[src/rtl/codec_i2c_target.sv]
// codec_i2c_target: write-only I2C target shadowing WM8731-style codec control registers.
//   Decodes 3-byte frames {DEV_ADDR+W, reg_addr[6:0]|data[8], data[7:0]} and publishes a write strobe
//   plus decoded headphone volume / active fields.
// Ports:
//   clk          system clock (>= 20x SCL)
//   rst_n        asynchronous active-low reset (deassertion synchronised internally)
//   scl_i/sda_i  asynchronous I2C pins
//   sda_oe       1 = pull SDA low (ACK), 0 = release
//   reg_wr_en    one-clk pulse per accepted frame; reg_wr_addr/reg_wr_data hold that frame
//   hp_vol_l/r   shadow of regs 0x02/0x03 data[6:0]; codec_active shadow of reg 0x09 data[0]
//   busy         high between START and STOP
//   frame_err    one-clk pulse on a truncated frame or an extra byte after DATA
module codec_i2c_target #(
   parameter logic [6:0] DEV_ADDR = 7'h1A,
   parameter logic [6:0] VOL_RST  = 7'h79
) (
   input  logic       clk,
   input  logic       rst_n,
   input  logic       scl_i,
   input  logic       sda_i,
   output logic       sda_oe,
   output logic       reg_wr_en,
   output logic [6:0] reg_wr_addr,
   output logic [8:0] reg_wr_data,
   output logic [6:0] hp_vol_l,
   output logic [6:0] hp_vol_r,
   output logic       codec_active,
   output logic       busy,
   output logic       frame_err
);
   typedef enum logic [2:0] {IDLE, ADDR, ACK_A, REG, ACK_R, DATA, ACK_D, IGNORE} state_t;
   state_t state, stateNext;
   logic [1:0] rstSync;
   logic       rstN;
   logic [2:0] sclPipe, sdaPipe;
   logic       scl, sda, sclD, sdaD, sclRise, sclFall, startEv, stopEv;
   logic [2:0] bitCnt, cntNext;
   logic [6:0] shiftReg, shiftNext, regAddr;
   logic [7:0] byteVal;
   logic       dataHi, postData, postDataNext, sdaOeNext, busyNext;
   logic       lastBit, commit, errPulse, regLatch, inErr;

   // Reset asserts immediately but releases on a clock edge
   always_ff @(posedge clk or negedge rst_n)
      if (!rst_n) rstSync <= 2'b00;
      else rstSync <= {rstSync[0], 1'b1};
   assign rstN = rstSync[1];

   // [1] is the synchronised pin, [2] its previous value for edge detection
   always_ff @(posedge clk or negedge rstN)
      if (!rstN) begin
         sclPipe <= 3'b111;
         sdaPipe <= 3'b111;
      end else begin
         sclPipe <= {sclPipe[1:0], scl_i};
         sdaPipe <= {sdaPipe[1:0], sda_i};
      end

   assign scl     = sclPipe[1];
   assign sclD    = sclPipe[2];
   assign sda     = sdaPipe[1];
   assign sdaD    = sdaPipe[2];
   assign sclRise = scl & ~sclD;
   assign sclFall = ~scl & sclD;
   assign startEv = scl & sclD & sdaD & ~sda;
   assign stopEv  = scl & sclD & ~sdaD & sda;
   // Truncation is only an error once the address has been acknowledged
   assign inErr   = (state == REG) || (state == ACK_R) || (state == DATA);

   always_ff @(posedge clk or negedge rstN)
      if (!rstN) state <= IDLE;
      else state <= stateNext;

   always_comb begin
      stateNext    = state;
      sdaOeNext    = sda_oe;
      busyNext     = busy;
      cntNext      = bitCnt;
      shiftNext    = shiftReg;
      postDataNext = postData;
      commit       = 1'b0;
      errPulse     = 1'b0;
      regLatch     = 1'b0;
      byteVal      = {shiftReg, sda};
      lastBit      = sclRise && (bitCnt == 3'd7);
      if (startEv || stopEv) begin
         errPulse     = inErr;
         stateNext    = startEv ? ADDR : IDLE;
         busyNext     = startEv;
         sdaOeNext    = 1'b0;
         cntNext      = 3'd0;
         postDataNext = 1'b0;
      end else begin
         case (state)
            ADDR, REG, DATA: if (sclRise) begin
               shiftNext = byteVal[6:0];
               cntNext   = bitCnt + 3'd1;
               regLatch  = lastBit && (state == REG);
               commit    = lastBit && (state == DATA);
               if (lastBit)
                  stateNext = (state == ADDR) ? ((byteVal == {DEV_ADDR, 1'b0}) ? ACK_A : IGNORE) :
                              (state == REG)  ? ACK_R : ACK_D;
            end
            // First SCL fall after the 8th bit grabs SDA, the next one (end of 9th clock) releases it
            ACK_A, ACK_R, ACK_D: if (sclFall) begin
               sdaOeNext = ~sda_oe;
               if (sda_oe) begin
                  stateNext    = (state == ACK_A) ? REG : (state == ACK_R) ? DATA : IGNORE;
                  cntNext      = 3'd0;
                  postDataNext = (state == ACK_D);
               end
            end
            // Only the first surplus byte after DATA is flagged
            IGNORE: if (sclRise) begin
               cntNext = bitCnt + 3'd1;
               if (lastBit && postData) begin
                  errPulse     = 1'b1;
                  postDataNext = 1'b0;
               end
            end
            default: ;
         endcase
      end
   end

   always_ff @(posedge clk or negedge rstN)
      if (!rstN) begin
         sda_oe       <= 1'b0;
         busy         <= 1'b0;
         bitCnt       <= 3'd0;
         shiftReg     <= 7'd0;
         postData     <= 1'b0;
         regAddr      <= 7'd0;
         dataHi       <= 1'b0;
         reg_wr_en    <= 1'b0;
         frame_err    <= 1'b0;
         reg_wr_addr  <= 7'd0;
         reg_wr_data  <= 9'd0;
         hp_vol_l     <= VOL_RST;
         hp_vol_r     <= VOL_RST;
         codec_active <= 1'b0;
      end else begin
         sda_oe    <= sdaOeNext;
         busy      <= busyNext;
         bitCnt    <= cntNext;
         shiftReg  <= shiftNext;
         postData  <= postDataNext;
         reg_wr_en <= commit;
         frame_err <= errPulse;
         if (regLatch) {regAddr, dataHi} <= byteVal;
         if (commit) begin
            reg_wr_addr <= regAddr;
            reg_wr_data <= {dataHi, byteVal};
            if (regAddr == 7'h02) hp_vol_l <= byteVal[6:0];
            if (regAddr == 7'h03) hp_vol_r <= byteVal[6:0];
            if (regAddr == 7'h09) codec_active <= byteVal[0];
            if (regAddr == 7'h0F) begin
               hp_vol_l     <= VOL_RST;
               hp_vol_r     <= VOL_RST;
               codec_active <= 1'b0;
            end
         end
      end
endmodule

[config.mk]
export PLATFORM = sky130hd
export DESIGN_NAME = codec_i2c_target
export DESIGN_NICKNAME = d
export VERILOG_FILES = /design/src/rtl/codec_i2c_target.sv
export SDC_FILE = /design/constraint.sdc
export NUM_CORES = 1
export LEC_CHECK = 0
export BUFFER_PORTS_ARGS = -buffer_cell sky130_fd_sc_hd__buf_2
export CORE_MARGIN = 8
export CORE_UTILIZATION = 55
export DETAILED_ROUTE_END_ITERATION = 16
export GPL_TIMING_DRIVEN = 0
export PLACE_DENSITY = 0.86
export SYNTH_ARGS = -nofsm -noshare
export SYNTH_HDL_FRONTEND = slang
export SYNTH_SLANG_ARGS = --single-unit
export TNS_END_PERCENT = 100
[constraint.sdc]
create_clock -name clk -period 2.4 [get_ports clk]
set_input_delay 0.12 -clock clk [delete_from_list [all_inputs] [get_ports clk]]
set_output_delay 0.12 -clock clk [all_outputs]
set_load 0.01 [all_outputs]
==> results of run 1 <==
==> Yosys cell counts, drive strengths merged <==
cell / n / area (um2)
buf: 8 / 42.54
and4: 1 / 8.760
clkbuf: 4 / 15.01
and3b: 1 / 8.760
a211oi: 2 / 15.01
and4b: 2 / 23.77
a221oi: 3 / 32.53
inv: 8 / 30.03
o22ai: 1 / 6.260
a41oi: 1 / 8.760
conb: 1 / 3.750
nand2: 61 / 231.5
and2: 5 / 31.28
nand2b: 7 / 43.79
nor2: 5 / 18.77
nor3: 5 / 36.29
clkinv: 1 / 5.000
nor3b: 2 / 15.01
nor4: 1 / 21.27
mux2: 18 / 202.7
mux2i: 4 / 40.04
and3: 1 / 6.260
a21oi: 4 / 20.02
nand4b: 2 / 17.52
o21ba: 1 / 10.01
nor4bb: 2 / 20.02
and2b: 1 / 7.510
nor4b: 2 / 32.53
o2111ai: 1 / 26.28
dfrtp: 49 / 1226
o21a: 4 / 30.03
nand4: 3 / 25.02
xor2: 1 / 8.760
o21ai: 11 / 55.05
a32o: 1 / 10.01
a211o: 4 / 35.03
ha: 2 / 25.02
nand3b: 1 / 7.510
nand3: 5 / 25.02
nor2b: 3 / 18.77
dfstp: 16 / 420.4
==> layout by cell type, fill, tap and decap left out, types with 2 or more instances in the layout <==
cell type	Yosys	routed
nor3_1	4	4
dlygate4sd3_1	0	3
nand2_1	60	60
clkinv_2	1	2
ha_1	2	2
mux2_2	18	18
nand4b_1	2	2
nor4bb_1	2	2
nor2_1	5	5
and2_0	2	2
nand2b_1	7	7
clkbuf_8	0	10
a221oi_1	2	2
clkbuf_1	4	9
nor2b_1	3	3
mux2i_1	4	4
a211o_1	4	4
nand3_1	5	5
a21oi_1	4	4
dfstp_2	16	16
nand4_1	2	2
nor3b_1	2	2
a211oi_1	2	2
o21ai_0	11	11
inv_1	8	8
o21a_1	4	4
buf_2	7	45
and2_1	3	3
dfrtp_1	49	48
==> state kept, by name, summed over array words and instances (netlist names), 2 cells and up <==
| register | count |
|---|---|
| regAddr | 7 |
| reg_wr_data | 9 |
| sdaPipe | 3 |
| shiftReg | 7 |
| bitCnt | 3 |
| rstSync | 2 |
| state | 3 |
| reg_wr_addr | 7 |
| hp_vol_r | 7 |
| sclPipe | 3 |
| hp_vol_l | 7 |
==> per-stage QoR <==
step	power (W)	instance area (um2)	TNS, ps	setup slack, ps	util, %
detailed placement	0.001454	3174	0	475.7	62.55
global route	0.002326	3366	0	393.4	66.32
finish	0.002227	3366	0	468.6	66.32
global placement	0.001434	3146	-6030	-129.6	61.98
floorplan	0.001367	2868	0	484.0	-
CTS	0.002244	3366	0	467.6	66.32
==> worst max-delay path, cell delays in order (launching register included) <==
cell and delay (ps):
dfrtp_1 390, ha_1 210, ha_1 210, and4b_4 230, nand2_2 80, clkinv_2 140
o2111ai_4 200, mux2_2 380
==> layer usage <==
layer  vias to the layer above  routed length [um]  global-route usage, %
met4                         0                 125                  8.756
met3                        10                 412                  5.292
met1                      1004                2508                  20.37
li1                        982                   -                      -
met2                        65                2902                  28.04
met5                         -                   0                      0
==> layout make-up <==
cell class / count / area (um2)
multi-input cells: 169 / 1129
inverters: 9 / 35.03
repair buffers: 42 / 247.7
flip-flops and latches: 65 / 1648
clock inverters: 1 / 5.005
fillers: 401 / 1709
well taps: 70 / 87.58
clock buffers: 15 / 156.4
plain buffers: 12 / 57.56
==> cell families after synthesis <==
| group | Yosys count | share of synthesized area [%] |
|---|---|---|
| xor+xnor | 1 | 0.3055 |
| simple gates | 110 | 20.90 |
| mux | 22 | 8.464 |
| compound gates | 33 | 8.682 |
| buf+inv | 21 | 3.228 |
| fa+ha+maj | 2 | 0.8725 |
| flops | 65 | 57.42 |
| other cells | 1 | 0.1308 |
==> path summary, 6_finish.rpt <==
check | start | to | slack, ps | depth (start not counted)
max | bitCnt[0] | hp_vol_r[5] | 470 | 7
min | rst_n | rstSync[1] | 110 | 2
max reg2reg | bitCnt[0] | hp_vol_r[5] | 470 | 7
min reg2reg | rstSync[0] | rstSync[1] | 350 | 0
max in group asynchronous | rstSync[1] | hp_vol_l[5] | 1320 | 1
min in group clk | rstSync[0] | rstSync[1] | 350 | 0
==> power by group <==
| part | internal [W] | switching (W) | total, W | leakage (nW) |
|---|---|---|---|---|
| clock | 0.000404 | 0.000381 | 0.000785 | 0.0817 |
| combinational | 0.0000855 | 0.0000908 | 0.000176 | 0.793 |
| sequential | 0.00116 | 0.000105 | 0.00127 | 0.835 |
==> flow_metrics.py, run 1 <==
metrics = {
    "clock_tree": {
        "clock_path_buffers": 2,
        "tritoncts": "built",
        "cts_sinks": 65,
        "cts_resized": 0,
        "post_cts_buffers": 0,
        "htree_levels": 3,
        "cts_hold_buf": 3,
        "path_clk_slew_ps": 60,
        "insertion_delay_ps": 340,
        "cts_buffers": 9,
        "cts-root-buf": "clkbuf_8",
    },
    "global_routing": {
        "grt_pass1_wl_um": 10250,
        "grt_pass1_vias": 2159,
        "grt_max_degree": 42,
        "grtUsageTotal_pct": 17.32,
        "overflow": 0,
        "antenna_found_initial": 0,
    },
    "detailed_routing": {
        "first_pass_iters": 5,
        "ant_nets": 0,
        "num_vias": 2061,
        "drtIter0Drc": 214,
        "drt_wl_total_um": 5949,
        "drc": 0,
        "wl_per_cell_um": 15.53,
        "avgViaCountPerCell": 5.381,
    },
    "synthesis": {
        "syn_nets": 261,
        "synth_cells": 255,
        "synth-seq-area-share_pct": 57.42,
        "synth_area_um2": 2868,
        "synth_warnings": 0,
        "synth-seq-cells": 65,
        "syn_avg_cell_area_um2": 11.25,
        "ys_types": 49,
    },
    "setup_path": {
        "worstSetupEndpointType": "flop",
        "setup.worst_path.class": "flop to flop",
        "crit_path_start_kind": "flop",
        "arrival_ps": 2190,
        "cp.required_ps": 2660,
        "worstPathMaxFanout": 8,
    },
    "sta": {
        "period_needed_ps": 1931,
        "relSlewSlack_pct": 40.31,
        "hold_violations": 0,
        "tightest_slew_ps": 895.3,
        "max_freq_mhz": 517.7,
        "rsz0062_at_grt": "no",
        "skew_ps": 9.631,
        "slew_viol_final": 0,
        "setup_viol": 0,
        "min_period_over_period_pct": 80.48,
        "hold-worst-slack_ps": 111.1,
    },
    "die": {
        "initial_core_util_pct": 56.51,
        "fp.dieArea_um2": 7781,
        "fp.dieW_um": 88.21,
        "dieHeight_um": 88.21,
        "design.core.area_um2": 5075,
        "pin_count": 39,
        "row_count": 26,
    },
    "final_layout": {
        "syn_to_final_growth_pct": 17.36,
        "drive_above_1_share_pct": 32.91,
        "finalNonFillerCells": 383,
        "diodes": 0,
        "nets": 314,
    },
    "pwr": {
        "power_density_nw_per_um2": 661.8,
        "p_leak_nw": 1.710,
        "vdd_drop_max_v": 0.0005157,
    },
    "place": {
        "dpl.hpwl_um": 4168,
        "gp_congestion": 0.8209,
        "dp.cells": 364,
        "port-buffer-count": 38,
    },
    "flow_run": {
        "max-cap-violations": 0,
    },
    "min_path": {
        "hold_path_class": "input pin to async pin",
    },
    "status": {
        "status": "finished, final reports clean",
    },
}
Note: power is estimated with default switching activity, not from simulation.
==> run 2, diff against run 1 <==
--- a/config.mk
+++ b/config.mk
@@ -7,10 +7,10 @@
 export LEC_CHECK = 0
 export BUFFER_PORTS_ARGS = -buffer_cell sky130_fd_sc_hd__buf_2
 export CORE_MARGIN = 8
-export CORE_UTILIZATION = 55
+export CORE_UTILIZATION = 51
 export DETAILED_ROUTE_END_ITERATION = 16
 export GPL_TIMING_DRIVEN = 0
-export PLACE_DENSITY = 0.86
+export PLACE_DENSITY = 0.84
 export SYNTH_ARGS = -nofsm -noshare
 export SYNTH_HDL_FRONTEND = slang
 export SYNTH_SLANG_ARGS = --single-unit
==> constraint.sdc (replaced) <==
create_clock -name clk -period 1.7 [get_ports clk]
set_input_delay 0.085 -clock clk [delete_from_list [all_inputs] [get_ports clk]]
set_output_delay 0.085 -clock clk [all_outputs]
set_load 0.01 [all_outputs]
==> flow_metrics.py, run 2 (synthesized netlist as in run 1, its figures left out) <==
metrics = {
    "final_layout": {
        "drive_above_1_share_pct": 39.44,
        "finalNonFillerCells": 394,
        "multi_input_area_um2": 1216,
        "nets": 323,
        "stdcell_area_um2": 3578,
        "final_common_cell": "nand2_1",
        "diodes": 0,
        "seq_area_um2": 1650,
        "syn_to_final_growth_pct": 24.78,
        "largest-register": "reg_wr_data",
        "final_cell_mix": "nand2_1, dfrtp_1, buf_2",
        "largest_register_ffs": 9,
        "nFillCells": 416,
    },
    "detailed_routing": {
        "wl_per_cell_um": 16.97,
        "num_vias": 2151,
        "drtIter0Drc": 154,
        "first_pass_iters": 4,
        "drt_wl_total_um": 6685,
        "ant_nets": 0,
        "avgViaCountPerCell": 5.459,
        "drc": 0,
    },
    "flow_run": {
        "max-cap-violations": 0,
    },
    "setup_path": {
        "critPathTopFamily": "simple AND/OR/NAND/NOR gates",
        "cp.required_ps": 1970,
        "cpPeakStageDelay_ps": 360,
        "worstPathMaxFanout": 7,
        "arrival_ps": 2030,
        "crit_path_start_kind": "flop",
        "setup.worst_path.class": "flop to flop",
        "cpMaxStageDelayCell": "dfrtp_1",
        "crit_chain": "ha_2 > ha_4 > and4b_4 > nand2_4 > clkinv_4 > o2111ai_4 > mux2_4",
        "path_buf_inv": 1,
        "worstSetupEndpointType": "flop",
    },
    "clock_tree": {
        "clock_path_buffers": 2,
        "htree_levels": 3,
        "tritoncts": "built",
        "insertion_delay_ps": 340,
        "cts-root-buf": "clkbuf_8",
        "cts_buffers": 9,
        "cts_sinks": 65,
        "path_clk_slew_ps": 70,
    },
    "pwr": {
        "pwr-share-comb_pct": 8.0,
        "netSwitchingFraction_pct": 26.63,
        "p_int_w": 0.002488,
        "vdd_drop_max_v": 0.0005430,
        "p_leak_nw": 1.808,
        "power.total_w": 0.003391,
        "p_switching_w": 0.0009030,
        "p_clk_share_pct": 38.7,
        "power_density_nw_per_um2": 947.7,
        "seqPwrFrac_pct": 53.3,
    },
    "sta": {
        "hold_violations": 0,
        "tightest_slew_ps": 806.0,
        "skew_ps": 6.324,
        "max_freq_mhz": 567.4,
        "min_period_over_period_pct": 103.7,
        "setup_viol": 15,
        "setup_slack_ps": -62.35,
        "relSlewSlack_pct": 46.27,
        "setup_tns_ps": -476.5,
        "rsz0062_at_grt": "yes",
        "period_needed_ps": 1762,
        "slew_viol_final": 0,
    },
    "global_routing": {
        "overflow": 0,
        "use_met1_pct": 19.50,
        "grtUsageTotal_pct": 15.73,
        "grt.met3_usage_pct": 2.963,
        "grtUsageMet2_pct": 25.03,
        "grt_pass1_wl_um": 10560,
        "grt_pass1_vias": 2128,
        "antenna_found_initial": 0,
        "grt_max_degree": 64,
        "grt.busiest_layer": "met2",
    },
    "die": {
        "design.core.area_um2": 5473,
        "pin_count": 39,
        "dieHeight_um": 90.99,
        "fp.dieW_um": 90.99,
        "row_count": 27,
        "initial_core_util_pct": 52.40,
        "fp.dieArea_um2": 8278,
    },
    "place": {
        "port-buffer-count": 38,
        "place_area_um2": 3161,
        "dp.cells": 365,
        "gp_congestion": 0.8433,
        "dpl.hpwl_um": 4013,
    },
    "status": {
        "status": "finished, violations left",
        "violations": "setup timing",
    },
    "min_path": {
        "hold_path_class": "input pin to async pin",
    },
}
run 2: through the flow:
stage	hold WS, ps	util (%)	setup WS [ps]
CTS	48.70	64.13	-89.40
finish	49.93	65.39	-62.35
global route	54.54	65.39	-140.1
floorplan	-210.6	-	7.063
global placement	-130.3	57.75	-142.3
detailed placement	-128.5	57.75	-202.5
run 2: worst paths after layout:
kind,startpoint,end,slack [ps],depth (start not counted)
max in group asynchronous,rstSync[1],reg_wr_data[6],740,0
worst min-delay path,rst_n,rstSync[1],50,2
worst max register to register,bitCnt[1],hp_vol_r[3],-60,7
min in group clk,rstSync[0],rstSync[1],360,0
worst max-delay path,bitCnt[1],hp_vol_r[3],-60,7
worst min register to register,rstSync[0],rstSync[1],360,0
run 2: cell type report:
| cell class | count | area share [%] |
|---|---|---|
| flip-flops and latches | 65 | 46.12 |
| multi-input cells | 169 | 33.99 |
| well taps | 72 | 2.517 |
| inverters | 9 | 1.084 |
| clock buffers | 11 | 3.951 |
| plain buffers | 9 | 1.713 |
| repair buffers | 54 | 9.091 |
| clock inverters | 5 | 1.538 |
run 2: power groups by stage:
stage	Sequential [W]	Combinational (W)	Clock, W
2_1_floorplan	0.00176	0.000172	0
3_3_place_gp	0.00182	0.000208	0
3_5_place_dp	0.00183	0.000219	0
4_1_cts	0.00180	0.000249	0.00132
5_1_grt	0.00182	0.000296	0.00142
6_report	0.00181	0.000271	0.00131
run 2: layer usage:
metal | routed length, um | vias to the layer above
met1 | 2836 | 1077
met2 | 3378 | 69
li1 | - | 997
met5 | 0 | -
met4 | 114 | 0
met3 | 356 | 8
run 2: repair_timing:
action,CTS,global route
setup buffers,8,5
endpoints found under the setup margin,39,46
resized for setup,18,11
hold buffers,3,0
endpoints found under the hold margin,4,0
pin swaps,4,5
==> run 3, diff against run 2 <==
--- a/config.mk
+++ b/config.mk
@@ -11,6 +11,7 @@
 export DETAILED_ROUTE_END_ITERATION = 16
 export GPL_TIMING_DRIVEN = 0
 export PLACE_DENSITY = 0.84
+export RECOVER_POWER = 50
 export SYNTH_ARGS = -nofsm -noshare
 export SYNTH_HDL_FRONTEND = slang
 export SYNTH_SLANG_ARGS = --single-unit
==> flow_metrics.py, run 3 (synthesized netlist as in run 1, its figures left out) <==
metrics = {
    "final_layout": {
        "largest-register": "reg_wr_data",
        "nets": 323,
        "diodes": 0,
        "final_cell_mix": "nand2_1, dfrtp_1, clkbuf_1",
        "multi_input_area_um2": 1216,
        "finalNonFillerCells": 394,
        "nFillCells": 432,
        "drive_above_1_share_pct": 31.06,
        "syn_to_final_growth_pct": 23.56,
        "final_common_cell": "nand2_1",
        "largest_register_ffs": 9,
        "seq_area_um2": 1648,
    },
    "global_routing": {
        "antenna_found_initial": 0,
        "grt_pass1_vias": 2128,
        "grtUsageTotal_pct": 15.73,
        "grt_pass1_wl_um": 10560,
        "overflow": 0,
        "grt_max_degree": 64,
    },
    "detailed_routing": {
        "num_vias": 2172,
        "drc": 0,
        "wl_per_cell_um": 16.97,
        "first_pass_iters": 5,
        "drtIter0Drc": 149,
        "drt_wl_total_um": 6686,
        "avgViaCountPerCell": 5.513,
        "ant_nets": 0,
    },
    "die": {
        "fp.dieW_um": 90.99,
        "pin_count": 39,
        "fp.dieArea_um2": 8278,
        "row_count": 27,
        "dieHeight_um": 90.99,
        "design.core.area_um2": 5473,
        "initial_core_util_pct": 52.40,
    },
    "setup_path": {
        "setup.worst_path.class": "flop to flop",
        "worstPathMaxFanout": 7,
        "cp.required_ps": 1970,
        "worstSetupEndpointType": "flop",
        "arrival_ps": 2030,
        "crit_path_start_kind": "flop",
    },
    "sta": {
        "hold-worst-slack_ps": 49.18,
        "hold_violations": 0,
        "max_freq_mhz": 567.1,
        "setup_slack_ps": -63.44,
        "rsz0062_at_grt": "yes",
        "min_period_over_period_pct": 103.7,
        "setup_viol": 19,
        "slew_viol_final": 0,
        "period_needed_ps": 1763,
        "tightest_slew_ps": 1327,
        "skew_ps": 6.971,
        "relSlewSlack_pct": 11.51,
    },
    "pwr": {
        "seqPwrFrac_pct": 53.4,
        "power_density_nw_per_um2": 952.6,
        "p_leak_nw": 1.695,
        "vdd_drop_max_v": 0.0005411,
        "p_clk_share_pct": 38.6,
        "p_switching_w": 0.0008897,
        "p_int_w": 0.002486,
        "netSwitchingFraction_pct": 26.36,
        "pwr-share-comb_pct": 8.0,
        "power.total_w": 0.003376,
    },
    "clock_tree": {
        "path_clk_slew_ps": 70,
        "clock_path_buffers": 2,
        "cts-root-buf": "clkbuf_8",
        "cts_buffers": 9,
        "htree_levels": 3,
        "tritoncts": "built",
        "insertion_delay_ps": 340,
        "cts_sinks": 65,
    },
    "place": {
        "dp.cells": 365,
        "port-buffer-count": 38,
        "dpl.hpwl_um": 4013,
        "gp_congestion": 0.8433,
        "dp_slack_ps": -202.5,
    },
    "flow_run": {
        "max-cap-violations": 0,
    },
    "status": {
        "status": "finished, violations left",
        "violations": "setup timing",
    },
    "min_path": {
        "hold_path_class": "input pin to async pin",
    },
}
## run 3: path summary, 6_finish.rpt
kind | depth (start not counted) | from | slack [ps] | end
min in group clk | 0 | rstSync[0] | 360 | rstSync[1]
hold reg to reg | 0 | rstSync[0] | 360 | rstSync[1]
setup / recovery | 7 | bitCnt[1] | -60 | hp_vol_r[3]
hold / removal | 2 | rst_n | 50 | rstSync[0]
setup reg to reg | 7 | bitCnt[1] | -60 | hp_vol_r[3]
max in group asynchronous | 0 | rstSync[1] | 320 | reg_wr_addr[3]
## run 3: power by group through the flow
stage	clock network (W)	logic [W]	registers, W
final	0.00130	0.000268	0.00180
after global routing	0.00142	0.000295	0.00182
after CTS	0.00132	0.000249	0.00180
after detailed placement	0	0.000219	0.00183
after global placement	0	0.000208	0.00182
after floorplan	0	0.000172	0.00176
## run 3: layout make-up
type                    count  area share, %
clock inverters             5          1.554
flip-flops and latches     65          46.50
well taps                  72          2.542
repair buffers             54          8.263
plain buffers               9          1.730
inverters                   9          1.095
multi-input cells         169          34.32
clock buffers              11          3.990
## run 3: per-stage QoR
| step | utilization [%] | instance area, um2 | TNS [ps] |
|---|---|---|---|
| 5_1_grt | 64.75 | 3543 | -1960 |
| 6_report | 64.75 | 3543 | -496.6 |
| 2_1_floorplan | - | 2880 | 0 |
| 4_1_cts | 64.13 | 3510 | -921.9 |
| 3_5_place_dp | 57.75 | 3161 | -4201 |
| 3_3_place_gp | 57.75 | 3161 | -3043 |
## run 3: critical path, cell delays in order (launching register included)
cell	delay, ps
dfrtp_1	360
ha_2	190
ha_4	140
and4b_4	290
nand2_4	80
clkinv_4	80
o2111ai_4	190
mux2_4	360
## run 3: repair_timing
action	CTS	global route
resized for setup	18	11
hold buffers	3	0
setup buffers	8	5
endpoints found under the setup margin	39	46
cloned	0	0
pin swaps	4	5
endpoints found under the hold margin	4	0
## run 3: layer usage
layer | GRT usage, % | share of wire [%] | vias to the layer above | wire (um)
li1 | - | - | 998 | -
met1 | 19.50 | 42 | 1080 | 2796
met2 | 25.03 | 50 | 82 | 3373
met3 | 2.963 | 5.8 | 12 | 389
met4 | 9.550 | 1.9 | 0 | 126
met5 | 0 | 0 | - | 0
